[src/rtl/iiitb_brg_pkg.sv]
// Shared definitions for the baud-rate generator and the autobaud detector:
// divisor defaults, rate-select encoding, per-rate bit-period windows, FSM states.
package iiitb_brg_pkg;

  localparam int unsigned DIV1_DEF     = 34;
  localparam int unsigned OVS_DEF      = 16;
  localparam int unsigned IDLE_CYC_DEF = 256;
  localparam int unsigned CW_DEF       = 16;
  localparam int unsigned NBINS        = 4;

  localparam logic [1:0] SEL_115200 = 2'b00;
  localparam logic [1:0] SEL_38400  = 2'b01;
  localparam logic [1:0] SEL_19200  = 2'b10;
  localparam logic [1:0] SEL_9600   = 2'b11;

  localparam logic [1:0] BIN_SEL [NBINS] = '{SEL_115200, SEL_38400, SEL_19200, SEL_9600};

  // Bit period in system clocks is 2*DIV1*OVS*M, M per rate bin.
  function automatic int unsigned bin_mult(input int unsigned b);
    case (b)
      0:       return 1;
      1:       return 3;
      2:       return 6;
      default: return 12;
    endcase
  endfunction

  function automatic int unsigned bin_nom(input int unsigned div1, input int unsigned ovs,
                                          input int unsigned b);
    return 2 * div1 * ovs * bin_mult(b);
  endfunction

  // Acceptance window is nominal +/- 1/8, inclusive.
  function automatic int unsigned bin_min(input int unsigned div1, input int unsigned ovs,
                                          input int unsigned b);
    return bin_nom(div1, ovs, b) - bin_nom(div1, ovs, b) / 8;
  endfunction

  function automatic int unsigned bin_max(input int unsigned div1, input int unsigned ovs,
                                          input int unsigned b);
    return bin_nom(div1, ovs, b) + bin_nom(div1, ovs, b) / 8;
  endfunction

  localparam int unsigned BIN_MIN [NBINS] = '{
    bin_min(DIV1_DEF, OVS_DEF, 0), bin_min(DIV1_DEF, OVS_DEF, 1),
    bin_min(DIV1_DEF, OVS_DEF, 2), bin_min(DIV1_DEF, OVS_DEF, 3)};
  localparam int unsigned BIN_MAX [NBINS] = '{
    bin_max(DIV1_DEF, OVS_DEF, 0), bin_max(DIV1_DEF, OVS_DEF, 1),
    bin_max(DIV1_DEF, OVS_DEF, 2), bin_max(DIV1_DEF, OVS_DEF, 3)};

  typedef enum logic [2:0] {
    WAIT_IDLE = 3'd0,
    ARMED     = 3'd1,
    MEASURE   = 3'd2,
    VERIFY    = 3'd3,
    STOP      = 3'd4,
    LOCKED    = 3'd5
  } abd_state_e;

endpackage

[src/rtl/iiitb_abd_sync_edge.sv]
// Two-flop synchronizer for the raw RX line with single-cycle rise/fall strobes.
// Resets to the idle (high) level so no edge is seen when reset releases.
module iiitb_abd_sync_edge (
  input  logic clk,
  input  logic reset,
  input  logic d,
  output logic q,
  output logic rise_c,
  output logic fall_c
);

  logic meta;
  logic q_prev;

  always_ff @(posedge clk or posedge reset) begin
    if (reset) begin
      meta   <= 1'b1;
      q      <= 1'b1;
      q_prev <= 1'b1;
    end else begin
      meta   <= d;
      q      <= meta;
      q_prev <= q;
    end
  end

  assign rise_c = q & ~q_prev;
  assign fall_c = ~q & q_prev;

endmodule

[src/rtl/iiitb_autobaud.sv]
// Autobaud detector: measures a 0x55 sync character on rxd and reports the
// matching generator rate select once every pulse of the frame has been verified.
module iiitb_autobaud
  import iiitb_brg_pkg::*;
#(
  parameter int unsigned DIV1     = DIV1_DEF,
  parameter int unsigned OVS      = OVS_DEF,
  parameter int unsigned IDLE_CYC = IDLE_CYC_DEF,
  parameter int unsigned CW       = CW_DEF
) (
  input  logic       clk,
  input  logic       reset,
  input  logic       rxd,
  input  logic       rearm,
  output logic [1:0] sel,
  output logic       locked,
  output logic       err
);

  localparam int unsigned IW = $clog2(IDLE_CYC + 1);
  localparam logic [IW-1:0] IDLE_DONE = IW'(IDLE_CYC);
  localparam logic [CW-1:0] CNT_SAT   = '1;
  localparam logic [3:0]    LAST_PULSE = 4'd8;

  localparam logic [CW-1:0] WMIN [NBINS] = '{
    CW'(bin_min(DIV1, OVS, 0)), CW'(bin_min(DIV1, OVS, 1)),
    CW'(bin_min(DIV1, OVS, 2)), CW'(bin_min(DIV1, OVS, 3))};
  localparam logic [CW-1:0] WMAX [NBINS] = '{
    CW'(bin_max(DIV1, OVS, 0)), CW'(bin_max(DIV1, OVS, 1)),
    CW'(bin_max(DIV1, OVS, 2)), CW'(bin_max(DIV1, OVS, 3))};

  abd_state_e state, state_d;
  logic [1:0]    bin_q, bin_d;
  logic [3:0]    idx, idx_d;
  logic [1:0]    sel_d;
  logic          locked_d;
  logic          err_d;
  logic [CW-1:0] cnt;
  logic [IW-1:0] idle_cnt;

  logic          rx_s;
  logic          rise_c;
  logic          fall_c;
  logic          hit_c;
  logic [1:0]    hit_bin_c;
  logic [CW-1:0] cur_min_c;
  logic [CW-1:0] cur_max_c;
  logic          in_win_c;

  iiitb_abd_sync_edge u_sync (
    .clk    (clk),
    .reset  (reset),
    .d      (rxd),
    .q      (rx_s),
    .rise_c (rise_c),
    .fall_c (fall_c)
  );

  // Pulse-width counter: holds the width of the pulse just ended on each edge.
  always_ff @(posedge clk or posedge reset) begin
    if (reset)                  cnt <= '0;
    else if (rise_c || fall_c)  cnt <= CW'(1);
    else if (cnt != CNT_SAT)    cnt <= cnt + CW'(1);
  end

  // Idle qualification only counts while hunting, so a long data bit cannot arm us.
  always_ff @(posedge clk or posedge reset) begin
    if (reset)                             idle_cnt <= '0;
    else if (state != WAIT_IDLE || !rx_s)  idle_cnt <= '0;
    else if (idle_cnt != IDLE_DONE)        idle_cnt <= idle_cnt + IW'(1);
  end

  always_comb begin
    hit_c     = 1'b0;
    hit_bin_c = '0;
    for (int unsigned i = 0; i < NBINS; i++) begin
      if (cnt >= WMIN[i] && cnt <= WMAX[i]) begin
        hit_c     = 1'b1;
        hit_bin_c = 2'(i);
      end
    end
  end

  assign cur_min_c = WMIN[bin_q];
  assign cur_max_c = WMAX[bin_q];
  assign in_win_c  = (cnt >= cur_min_c) && (cnt <= cur_max_c);

  always_ff @(posedge clk or posedge reset) begin
    if (reset) begin
      state  <= WAIT_IDLE;
      bin_q  <= '0;
      idx    <= '0;
      sel    <= SEL_115200;
      locked <= 1'b0;
      err    <= 1'b0;
    end else begin
      state  <= state_d;
      bin_q  <= bin_d;
      idx    <= idx_d;
      sel    <= sel_d;
      locked <= locked_d;
      err    <= err_d;
    end
  end

  always_comb begin
    state_d  = state;
    bin_d    = bin_q;
    idx_d    = idx;
    sel_d    = sel;
    locked_d = locked;
    err_d    = 1'b0;

    case (state)
      WAIT_IDLE: if (idle_cnt == IDLE_DONE) state_d = ARMED;

      ARMED: if (fall_c) state_d = MEASURE;

      MEASURE: begin
        if (rise_c) begin
          if (hit_c) begin
            bin_d   = hit_bin_c;
            idx_d   = 4'd1;
            state_d = VERIFY;
          end else begin
            err_d   = 1'b1;
            state_d = WAIT_IDLE;
          end
        end else if (cnt > WMAX[NBINS-1]) begin
          err_d   = 1'b1;
          state_d = WAIT_IDLE;
        end
      end

      // Data pulses of 0x55 alternate, so every edge closes one bit.
      VERIFY: begin
        if (rise_c || fall_c) begin
          if (!in_win_c) begin
            err_d   = 1'b1;
            state_d = WAIT_IDLE;
          end else if (idx == LAST_PULSE) begin
            state_d = STOP;
          end else begin
            idx_d = idx + 4'd1;
          end
        end else if (cnt > cur_max_c) begin
          err_d   = 1'b1;
          state_d = WAIT_IDLE;
        end
      end

      // Lock is registered on the cycle the counter reaches the bin minimum.
      STOP: begin
        if (fall_c) begin
          err_d   = 1'b1;
          state_d = WAIT_IDLE;
        end else if (cnt == cur_min_c - CW'(1)) begin
          sel_d    = BIN_SEL[bin_q];
          locked_d = 1'b1;
          state_d  = LOCKED;
        end
      end

      LOCKED: ;

      default: state_d = WAIT_IDLE;
    endcase

    // Rearm overrides everything, including a lock landing in the same cycle.
    if (rearm) begin
      state_d  = WAIT_IDLE;
      sel_d    = sel;
      locked_d = 1'b0;
      err_d    = 1'b0;
    end
  end

endmodule

[config.mk]
export PLATFORM = sky130hd
export DESIGN_NAME = iiitb_autobaud
export DESIGN_NICKNAME = d
export VERILOG_FILES = /design/src/rtl/iiitb_brg_pkg.sv /design/src/rtl/iiitb_abd_sync_edge.sv /design/src/rtl/iiitb_autobaud.sv
export SDC_FILE = /design/constraint.sdc
export NUM_CORES = 1
export LEC_CHECK = 0
export BUFFER_PORTS_ARGS = -buffer_cell sky130_fd_sc_hd__buf_2
export CAP_MARGIN = 20
export CELL_PAD_IN_SITES_DETAIL_PLACEMENT = 2
export CELL_PAD_IN_SITES_GLOBAL_PLACEMENT = 2
export CORE_MARGIN = 10
export CORE_UTILIZATION = 40
export DETAILED_ROUTE_END_ITERATION = 7
export GPL_ROUTABILITY_DRIVEN = 0
export HOLD_SLACK_MARGIN = 0.08
export PLACE_DENSITY_LB_ADDON = 0.1
export SLEW_MARGIN = 20
export SYNTH_ARGS = -nofsm -noshare
export SYNTH_HDL_FRONTEND = slang
export SYNTH_SLANG_ARGS = --single-unit
[constraint.sdc]
create_clock -name clk -period 3.3 [get_ports clk]
set_clock_uncertainty 0.1 [all_clocks]
set_input_delay 0.33 -clock clk [delete_from_list [all_inputs] [get_ports clk]]
set_output_delay 0.33 -clock clk [all_outputs]
set_load 0.02 [all_outputs]
# Yosys cells after proc, flatten, opt, wreduce, memory -nomap -nowiden
# Index checks and enable logic that the tools add are counted.
# totals
ff_bits	41
latch_bits	0
ramBits	0
rom_bits	0
in_bits	4
output_inout_bits	4
wordCells	130
n_memories	0
# op_classes
add_sub_neg	4
mul	0
n_div	0
n_lt_le_gt_ge	13
n_eq_ne	23
n_shift	0
n_mux	52
bitwise_logic	7
n_reduce_logical	20
# op_table
operator	n
16-bit two-way mux	6
16-bit binary-select mux with 2-bit select	2
3-bit two-way mux	11
4-bit two-way mux	5
9-bit two-way mux	2
3-bit case mux with 6 select lines	1
1-bit two-way mux	17
16-bit by 1-bit adder with 16-bit output (second input constant)	1
16-bit equality test	1
16-bit by 10-bit >= comparator with 1-bit output (second input constant)	1
16-bit by 12-bit >= comparator with 1-bit output (second input constant)	1
16-bit by 13-bit >= comparator with 1-bit output (second input constant)	1
16-bit by 14-bit >= comparator with 1-bit output (second input constant)	1
16-bit >= comparator	1
16-bit by 14-bit > comparator with 1-bit output (second input constant)	1
16-bit > comparator	1
16-bit by 11-bit less-or-equal comparator with 1-bit output (second input constant)	1
16-bit by 12-bit less-or-equal comparator with 1-bit output (second input constant)	1
16-bit by 13-bit less-or-equal comparator with 1-bit output (second input constant)	1
16-bit by 14-bit less-or-equal comparator with 1-bit output (second input constant)	1
16-bit less-or-equal comparator	1
16-bit != test (second input constant)	1
16-bit by 1-bit subtractor with 16-bit output (second input constant)	1
2-bit != test (second input constant)	7
29 further kinds	52

# Longest topological paths before layout
# logic_depth
depth_word	10
mapped_depth	11
depth_no_buf	11

# By module
# A second synthesis with hierarchy kept.
# hier_totals
cells_unflattened	366
area_unflattened_um2	3158.0
# by_module_without_submodules
module	instances	cells_per_inst	area_per_inst_um2	seq_area_each_um2
iiitb_autobaud	1	360	3060.4	950.9
iiitb_abd_sync_edge	1	6	97.6	78.8

# Least setup slack after synthesis
# No wires, ideal clock.
# synth_path
kind	reg2reg
from	register bin_q[0]
to	register state[2]
setup_time_ns	0.094
arrival_time_ns	2.574
t_required_ns	3.106
slack_ns	0.533
stages_incl_launch_ff	12
n_path_buf	0
synth_period_minus_slack_ns	2.767
path_cell_list	dfrtp_1 inv_1 ha_1 inv_1 ha_1 or2b_1 nand2_1 a2111oi_1 a31o_2 nor4b_4 o22ai_1 a221oi_2
# synth_via
elab_chain_cells	10
elab_cells_between_ends	21
classes_between	add/sub (1); order compare (3); eq/ne (4); mux (10); bitwise (1); reduce/logical (2)
# synth_lines
element	line_no	source
start: declaration	iiitb_autobaud.sv:33	logic [1:0] bin_q, bin_d;
start signal: assignment	iiitb_autobaud.sv:98	bin_q <= bin_d;
2-bit inverter with 3-bit output (implied by the code) (*)	iiitb_autobaud.sv:84, iiitb_autobaud.sv:85	
branches (longest 9 deep; another with 16-bit by 1-bit subtractor with 16-bit output)	-	
end signal: assignment	iiitb_autobaud.sv:97	state <= state_d;
end: declaration	iiitb_autobaud.sv:32	abd_state_e state, state_d;
# Mark *: on every way between the ends. The select of a mux whose other input is x is not followed.
# A chain may end at the register's enable or synchronous reset.

# Worst setup path in the final report
# layout_path
from	register bin_q[1]
to	register idx[1]
# layout_via
elab_chain_cells	8
elab_cells_between_ends	12
classes_between	order compare (2); eq/ne (1); mux (6); bitwise (1); reduce/logical (2)
# layout_lines
element	line_no	source
2-bit inverter with 3-bit output (implied by the code) (*)	iiitb_autobaud.sv:84, iiitb_autobaud.sv:85	
16-bit binary-select mux with 2-bit select, on equally long branches	iiitb_autobaud.sv:84, iiitb_autobaud.sv:85	
16-bit two-way mux, on equally long branches (2 in a row)	iiitb_autobaud.sv:84, iiitb_autobaud.sv:85	
16-bit >= comparator or 16-bit less-or-equal comparator (tied branches)	iiitb_autobaud.sv:86	assign in_win_c = (cnt >= cur_min_c) && (cnt <= cur_max_c);
1-bit logical AND (*)	iiitb_autobaud.sv:86	
2-bit != test (no source line) (*)	-	
6-bit AND reduction (no source line) (*)	-	
end signal: assignment	iiitb_autobaud.sv:99	idx <= idx_d;
end: declaration	iiitb_autobaud.sv:34	logic [3:0] idx, idx_d;
# Every way passes the cells marked *; elsewhere a longest branch is shown, timed or not. The select of a mux whose other input is x is not followed.

==> flow_summary.json <==
{
  "run_status": "finished clean",
  "firstDrtPassIters": 4,
  "asyncSetResetFlopFracSynth_pct": 100,
  "critical_path_class": "flop to flop",
  "power_w": 0.000987,
  "layout-drive-gt1-share_pct": 13.5,
  "yosys.cell_count.top_type": "dfrtp_1",
  "power-per-cell-area_nw_per_um2": 281,
  "cts_bufs_inserted": 5,
  "largest_net_degree_at_the_start_of_global_routing": 22,
  "syn2layout_area_growth_pct": 10.4,
  "critPathLaunchType": "flop",
  "netlist_top_cells_count": "38 x dfrtp_1, 32 x ha_1, 27 x nand2_1, 26 x nor2_1, 23 x inv_1",
  "place.port_buffers": 7,
  "start_util_pct": 41.2,
  "chipWidth_um": 109,
  "critical_path_required_ps": 3420,
  "min_path_type": "input pin to flop",
  "fmax_mhz": 317,
  "final_net_count": 412,
  "clock_pin_slew_of_the_registers_on_the_worst_case_setup_and_hold_paths_ps": 90,
  "multi_input_area_um2": 2000,
  "yosysWarningCount": 0,
  "route.detailed.drc": 0,
  "std_cell_rows": 32,
  "synth_top_cell_by_area": "dfrtp_1",
  "starting_drc_count_in_detailed_routing": 138,
  "gr-usage-all-layers_pct": 17.0,
  "synthDistinctLibCells": 68,
  "synth_largest_type_area_fraction_pct": 29.9,
  "grt_pass1_wl_um": 16100,
  "cts_tree": "yes",
  "antenna_violations_before_repair": 0,
  "power.ir.vdd_worst_mv": 0.176,
  "avgSynthCellArea_um2": 8.86,
  "p_leak_nw": 1.60,
  "timing.critical_path.arrival_ps": 3280,
  "max_slew.worst_pin.slew_ps": 836,
  "stdcell_count": 479,
  "synth-edff-count": 0,
  "place.detailed.hpwl_um": 7240,
  "post_drt_wl_per_cell_um": 20.0,
  "die_h_um": 109,
  "syn-instance-count": 359,
  "synth.area.top_cells": "dfrtp_1 30%, ha_1 13%, nand2_1 3.2%",
  "max-slew-margin-rel_pct": 43.9,
  "regArea_um2": 1030,
  "synth_nets": 395,
  "min_path_cells": 2,
  "drv.max_cap_violation_count": 0,
  "cts.sink_count": 41,
  "layout.cell_area.non_filler_um2": 3510,
  "floorplan.io_pins": 8,
  "grt_pass1_vias": 3010,
  "vias_per_cell": 5.83,
  "dp_cells": 466,
  "crit_fanout": 7,
  "final_antenna_net_count": 0,
  "antenna_diode_count": 0,
  "post_dp_area_um2": 3360,
  "dr_total_vias": 2792,
  "clockBufferDepth": 2,
  "synth_flop_cell": "dfrtp_1",
  "detail_route.wirelength_um": 9570,
  "core_area_um2": 7730,
  "timing.reg2reg.worst_path_depth": 12,
  "fill_cells": 842,
  "dieArea_um2": 11900,
  "h-tree-depth": 2,
  "clock_network_latency_to_the_later_pin_of_the_worst_skew_pair_ps": 300,
  "tns_ps": 0,
  "grt_overflow_total": 0,
  "clock-root-buffer": "clkbuf_8",
  "yosys_register_bits": 41,
  "final-max-slew-violation-count": 0,
  "min_period_ps": 3160,
  "finalCritPeriodShare_pct": 95.7,
  "setup_viol_count_final": 0,
  "syn_area_um2": 3180,
  "portion_of_the_post_synthesis_area_used_by_sequential_elements_pct": 32.4,
  "worstSetupEndpointType": "flop",
  "finalHoldViolations": 0
}
## registers in the layout, indices dropped and copies added, names as in the netlist
register and cells:
idx 4, locked 1, u_sync.q_prev 1, sel 2, idle_cnt 9, u_sync.meta 1
u_sync.q 1, bin_q 2, err 1, state 3, cnt 16
## metrics by stage
step,utilization [%],hold slack (ps),setup WS (ps)
floorplan,-,234,533
global placement,43.5,246,245
detailed placement,43.5,255,85.2
CTS,44.9,151,77.2
global route,45.4,181,-43.5
finish,45.4,175,142
## report_power, final
group	switching [W]	total, W	internal [W]
clock network	0.000189	0.000359	0.000170
logic	0.0000502	0.0000854	0.0000352
registers	0.0000250	0.000542	0.000517
total	0.000264	0.000987	0.000723
## routing by layer
layer	up-vias	global-route usage (%)	routed length, um
met5	-	0	0
met1	1434	23.4	4690
met3	9	2.36	166
met4	0	4.09	98
met2	27	27.3	4610
li1	1322	-	-
## area by class of cell
cell class	instances	share of cell area [%]
multi-input combinational	281	57.0
sequential	41	29.4
timing repair buffer	24	4.78
tap	102	3.64
inverter	23	2.57
clock buffer	7	2.46
clock inverter	1	0.214
## layout by cell type, fill, tap and decap left out, types with 4 or more instances in the layout
cell type  count
nor3_1         9
ha_1          32
a21o_1         4
and2_1        14
nor4b_1        4
a31oi_1        5
a21oi_1       20
clkbuf_8       6
dfrtp_1       37
nand4_1        5
nand2_1       27
nor2_1        26
nand3b_1       5
nand3_1       19
o21ai_0       14
buf_4         15
xor2_1        10
and3_1        11
xnor2_1       11
buf_2          7
inv_1         21
## cell families after synthesis
| group | count (synthesis) | share of synthesized area, % |
|---|---|---|
| adder cells (fa/ha/maj) | 32 | 12.6 |
| multiplexers | 1 | 0.315 |
| flip-flops | 41 | 32.4 |
| AND/OR/NAND/NOR | 151 | 26.9 |
| AO/OA/AOI/OAI | 76 | 16.9 |
| XOR/XNOR | 21 | 5.78 |
| buffers and inverters | 37 | 5.07 |
## what timing repair did
| item | 4_1_cts | 5_1_grt |
|---|---|---|
| setup buffers | 0 | 3 |
| gates resized for setup | 0 | 4 |
| hold buffers | 2 | 0 |
| hold endpoints to repair | 21 | 0 |
| setup endpoints to repair | 0 | 5 |
## final timing paths
path / startpoint / to / slack, ps
max: bin_q[1] / idx[1] / 140
min: rearm / state[2] / 170
max in group asynchronous: reset / u_sync.q / 1800
min reg2reg: u_sync.meta / u_sync.q / 260
min in group asynchronous: reset / cnt[13] / 530
max reg2reg: bin_q[1] / idx[1] / 140
## critical path, cell delays in order, from the launching register on
cell and delay (ps):
dfrtp_1 350, buf_4 150, ha_1 220, inv_1 90, ha_1 340, nand3_1 140
or3_1 400, a2111oi_2 380, a31o_2 240, nor4b_4 60, buf_4 180, a21boi_2 210
mux2i_1 220
No activity file was read; power rests on OpenSTA's default activity.
